--- src/rtl/uart_pkg.sv ---
// Shared UART types and helpers used by both the transmit and receive sides.
package uart_pkg;

   typedef enum logic [2:0] {
      IDLE,
      START,
      DATA,
      PARITY,
      STOP
   } uart_state_t;

   localparam int CLKS_PER_BIT_DEF = 16;

   function automatic logic parity_calc(input byte b, input logic odd);
      return (^b) ^ odd;
   endfunction

endpackage

--- src/rtl/uart_baud_cnt.sv ---
// Clock-per-bit counter: restarts on clr and at every terminal count.
module uart_baud_cnt
   import uart_pkg::*;
#(
   parameter int CLKS_PER_BIT = CLKS_PER_BIT_DEF
) (
   input  logic clk,
   input  logic n_rst,
   input  logic clr,
   output logic term
);

   localparam int W = (CLKS_PER_BIT > 1) ? $clog2(CLKS_PER_BIT) : 1;
   localparam logic [W-1:0] LAST = W'(CLKS_PER_BIT - 1);

   logic [W-1:0] cnt_q, cnt_d;

   assign term = (cnt_q == LAST);

   always_comb begin
      cnt_d = cnt_q + W'(1);
      if (clr || term) cnt_d = '0;
   end

   always_ff @(posedge clk or negedge n_rst) begin
      if (!n_rst) cnt_q <= '0;
      else        cnt_q <= cnt_d;
   end

endmodule

--- src/rtl/uart_tx.sv ---
// UART transmitter: one byte per valid/ready handshake, LSB first,
// optional parity, one or two stop bits, all outputs registered.
module uart_tx
   import uart_pkg::*;
#(
   parameter int CLKS_PER_BIT = CLKS_PER_BIT_DEF,
   parameter bit PARITY_EN    = 1'b0,
   parameter bit PARITY_ODD   = 1'b0,
   parameter int STOP_BITS    = 1
) (
   input  logic       clk,
   input  logic       n_rst,
   input  logic       valid_in,
   input  logic [7:0] data_in,
   output logic       ready_out,
   output logic       tx,
   output logic       done_out
);

   localparam logic STOP_LAST = 1'(STOP_BITS - 1);

   uart_state_t state_q, state_d;
   logic        tx_q, tx_d;
   logic        ready_q, ready_d;
   logic        done_q, done_d;
   logic [7:0]  shreg_q, shreg_d;
   logic [2:0]  bit_q, bit_d;
   logic        stop_q, stop_d;
   logic        par_q, par_d;
   logic        clr;
   logic        term;

   // Counter is held at zero while idle so the start bit gets a full period.
   assign clr = (state_q == IDLE);

   uart_baud_cnt #(
      .CLKS_PER_BIT(CLKS_PER_BIT)
   ) u_baud (
      .clk  (clk),
      .n_rst(n_rst),
      .clr  (clr),
      .term (term)
   );

   always_comb begin
      state_d = state_q;
      tx_d    = tx_q;
      ready_d = ready_q;
      done_d  = 1'b0;
      shreg_d = shreg_q;
      bit_d   = bit_q;
      stop_d  = stop_q;
      par_d   = par_q;
      case (state_q)
         IDLE: begin
            tx_d    = 1'b1;
            ready_d = 1'b1;
            if (valid_in && ready_q) begin
               state_d = START;
               tx_d    = 1'b0;
               ready_d = 1'b0;
               shreg_d = data_in;
               par_d   = parity_calc(data_in, PARITY_ODD);
               bit_d   = 3'd0;
            end
         end
         START: begin
            if (term) begin
               state_d = DATA;
               tx_d    = shreg_q[0];
            end
         end
         DATA: begin
            if (term) begin
               if (bit_q == 3'd7) begin
                  if (PARITY_EN) begin
                     state_d = PARITY;
                     tx_d    = par_q;
                  end else begin
                     state_d = STOP;
                     tx_d    = 1'b1;
                     stop_d  = 1'b0;
                  end
               end else begin
                  bit_d   = bit_q + 3'd1;
                  shreg_d = {1'b0, shreg_q[7:1]};
                  tx_d    = shreg_q[1];
               end
            end
         end
         PARITY: begin
            if (term) begin
               state_d = STOP;
               tx_d    = 1'b1;
               stop_d  = 1'b0;
            end
         end
         STOP: begin
            if (term) begin
               if (stop_q == STOP_LAST) begin
                  state_d = IDLE;
                  done_d  = 1'b1;
                  ready_d = 1'b1;
               end else begin
                  stop_d = 1'b1;
               end
            end
         end
         default: begin
            state_d = IDLE;
            tx_d    = 1'b1;
            ready_d = 1'b1;
         end
      endcase
   end

   always_ff @(posedge clk or negedge n_rst) begin
      if (!n_rst) begin
         state_q <= IDLE;
         tx_q    <= 1'b1;
         ready_q <= 1'b1;
         done_q  <= 1'b0;
         shreg_q <= '0;
         bit_q   <= '0;
         stop_q  <= 1'b0;
         par_q   <= 1'b0;
      end else begin
         state_q <= state_d;
         tx_q    <= tx_d;
         ready_q <= ready_d;
         done_q  <= done_d;
         shreg_q <= shreg_d;
         bit_q   <= bit_d;
         stop_q  <= stop_d;
         par_q   <= par_d;
      end
   end

   assign tx        = tx_q;
   assign ready_out = ready_q;
   assign done_out  = done_q;

endmodule

--- config.mk ---
export PLATFORM = sky130hd
export DESIGN_NAME = uart_tx
export DESIGN_NICKNAME = d
export VERILOG_FILES = /design/src/rtl/uart_pkg.sv /design/src/rtl/uart_baud_cnt.sv /design/src/rtl/uart_tx.sv
export SDC_FILE = /design/constraint.sdc
export NUM_CORES = 1
export LEC_CHECK = 0
export ABC_CLOCK_PERIOD_IN_PS = 1600
export CORE_MARGIN = 8
export CORE_UTILIZATION = 35
export DETAILED_ROUTE_END_ITERATION = 8
export SETUP_SLACK_MARGIN = 0.5
export SYNTH_ARGS = -nofsm -noshare
export SYNTH_HDL_FRONTEND = slang
export SYNTH_SLANG_ARGS = --single-unit
--- constraint.sdc ---
create_clock -name clk -period 1.6 [get_ports clk]
set_clock_uncertainty 0.1 [all_clocks]
set_input_delay 0.24 -clock clk [delete_from_list [all_inputs] [get_ports clk]]
set_output_delay 0.24 -clock clk [all_outputs]
set_load 0.02 [all_outputs]
==> flow_summary.yaml <==
place:
  place_congestion: 0.761
  place_ws_ns: -0.140
  hpwl_um: 1780
  portBuffers: 13
cts:
  clkTransAtPathRegs_ns: 0.12
  clk_latency_ns: 0.30
  cts-buffers-inserted: 3
  htreeDepth: 1
  cts_root_buffer: "clkbuf_4"
  cts_hold_buf: 0
  cts_buffer_depth: 2
  clock-sinks: 21
  cts_tree: "yes"
yosys:
  synth.most_common_cell: "dfrtp_1"
  ys_warn_count: 0
  synthArstFlopShare_pct: 100
  synth_top_cell_by_area: "dfrtp_1"
  seq_area_frac_synth_pct: 49.4
  syn-num-nets: 113
  synth_common_cells: "dfrtp_1 (19), a32oi_1 (8), o2bb2ai_1 (8)"
  synth_cell_type_count: 34
  synth-edff-count: 0
  synth_area_sq_um: 1070
  ys_ff_latch: 21
  yosysTopAreaCellShare_pct: 44.5
  synthCells: 99
  synth_ff_type: "dfrtp_1"
  syn_avg_cell_area_sq_um: 10.8
  yosys-top-cells-area: "dfrtp_1 (44%), a32oi_1 (6.6%), o2bb2ai_1 (6.6%)"
routing:
  vias_per_cell: 5.63
  first_iter_violations: 34
  wl_per_cell_um: 16.3
  drc_errors: 0
  firstDrtPassIters: 4
  wirelength_um: 2800
  antenna_left: 0
  via_count: 968
timing:
  fin_ws_ns: -0.0787
  drv_slew: 0
  min_period_ns: 1.68
  final_hold_viol_count: 0
  fmax_ghz: 0.596
  fin_crit_sh_pct: 105
  setup_viol: 11
  tightest_slew_ns: 0.362
  slew_headroom_pct: 75.8
  setup_tns_ns: -0.725
  rsz0062_at_grt: "true"
worst_setup_path:
  end_kind: "register"
  crit_required_ns: 1.69
  crit_path_max_incr_delay_ns: 0.41
  critPathSlowestCell: "dfrtp_1"
  crit_type: "register to register"
  worstPathBufferInverterCount: 1
  path_cells: "or3b_4, o32a_1, buf_4, o2bb2ai_1"
  critPathTopFamily: "compound AO/OA/AOI/OAI gates"
  crit_fanout: 7
  startpoint_type: "register"
  crit_arrival_ns: 1.77
global_routing:
  grt_max_degree: 22
  grtUsageTotal_pct: 11.0
  grt-ovfl-total: 0
  grt_pass1_wl_um: 4530
  grt_pass1_vias: 978
  antenna_found_initial: 0
die:
  die_height_um: 71.3
  dieArea_sq_um: 5080
  die_w_um: 71.3
  rows: 20
  initial_core_util_pct: 35.9
  io_pins: 14
  core_sq_um: 2980
power_and_ir_drop:
  power.density_nw_per_um2: 490
  ir_drop_uv: 449
  seqPwrFrac_pct: 64.1
  power.switching_mw: 0.182
  internal_power_mw: 0.647
  clkPwrFrac_pct: 31.3
  pwr-share-comb_pct: 4.7
  switching_share_pct: 21.9
  leakagePower_nw: 0.695
final_layout:
  area_growth_pct: 58.4
  antenna-diode-count: 0
  nets: 154
  drive_gt1_share_pct: 45.3
hold_path:
  hold_path.class: "input port to async pin"
run:
  maxCapViolations: 0
status:
  status: "finished with violations"
  violations: "setup timing"
-- state kept, by name (all words and copies together) (netlist names) --
register	count
shreg_q	8
u_baud.cnt_q	4
bit_q	3
state_q	3
done_out	1
ready_out	1
tx	1
-- power by group through the flow --
stage	Clock [mW]	Combinational (mW)	Sequential, mW
after floorplan	0	0.0000397	0.541
after global placement	0	0.0377	0.541
after detailed placement	0	0.0386	0.541
after CTS	0.273	0.0397	0.531
after global routing	0.289	0.0418	0.531
final	0.259	0.0389	0.531
-- metal layers --
layer | vias up | part of all wire, % | GRT usage, %
met1 | 496 | 45 | 14.0
met3 | 2 | 1.5 | 1.81
met5 | - | 0 | 0
met2 | 3 | 53 | 18.1
li1 | 467 | - | -
met4 | 0 | 0.54 | 4.16
-- what timing repair did --
item	4_1_cts	5_1_grt
endpoints found under the setup margin	24	24
cloned	1	0
pin swaps	9	7
buffers inserted	5	9
gates resized for setup	44	14
-- metrics by stage --
stage | area (sq um) | instances | power (mW) | hold WS [ns] | util, %
final | 1690 | 172 | 0.829 | 0.165 | 56.8
after CTS | 1570 | 163 | 0.843 | 0.164 | 52.6
after detailed placement | 1370 | 153 | 0.579 | 0.363 | 45.9
after global routing | 1690 | 172 | 0.862 | 0.165 | 56.8
after global placement | 1370 | 153 | 0.579 | 0.363 | 45.9
after floorplan | 1150 | 99 | 0.541 | -0.156 | -
-- final timing paths --
path / from / to / slack [ns] / cells after the start
worst max-delay path: state_q[2] / shreg_q[4] / -0.08 / 4
worst min-delay path: n_rst / bit_q[0] / 0.16 / 2
worst max register to register: state_q[2] / shreg_q[4] / -0.08 / 4
worst min register to register: tx / tx / 0.38 / 2
max in group asynchronous: n_rst / tx / 0.96 / 2
min in group clk: data_in[7] / shreg_q[7] / 0.38 / 3
-- layout make-up --
cell class | instances | area [sq um]
flip-flops and latches | 21 | 528
multi-input cells | 70 | 672
fillers | 241 | 1280
repair buffers | 41 | 413
clock inverters | 1 | 5.00
inverters | 3 | 11.3
clock buffers | 3 | 22.5
well taps | 33 | 41.3
-- cell families after synthesis --
| kind of cell | Yosys count | share of synthesized area (%) |
|---|---|---|
| xor+xnor | 1 | 0.820 |
| fa+ha+maj | 3 | 3.51 |
| compound gates | 34 | 24.1 |
| simple gates | 30 | 16.4 |
| mux | 1 | 1.05 |
| flops | 21 | 49.4 |
| buf+inv | 9 | 4.68 |
-- layout by cell type, fill, tap and decap left out, types with 2 or more instances in the layout --
cell and count:
dfrtp_1 19, buf_6 14, buf_4 14, clkdlybuf4s50_1 10
a32oi_1 8, o2bb2ai_1 8, and2_1 7, and3_4 3
inv_1 3, o21ai_1 3, a21oi_1 3, clkbuf_4 3
nor2_1 2, nor3_2 2, nand3_4 2, or3b_4 2
nor2_2 2, nand2_1 2, a22o_1 2, ha_4 2
buf_8 2, dfstp_2 2
Power figures use the tool's default switching activity.
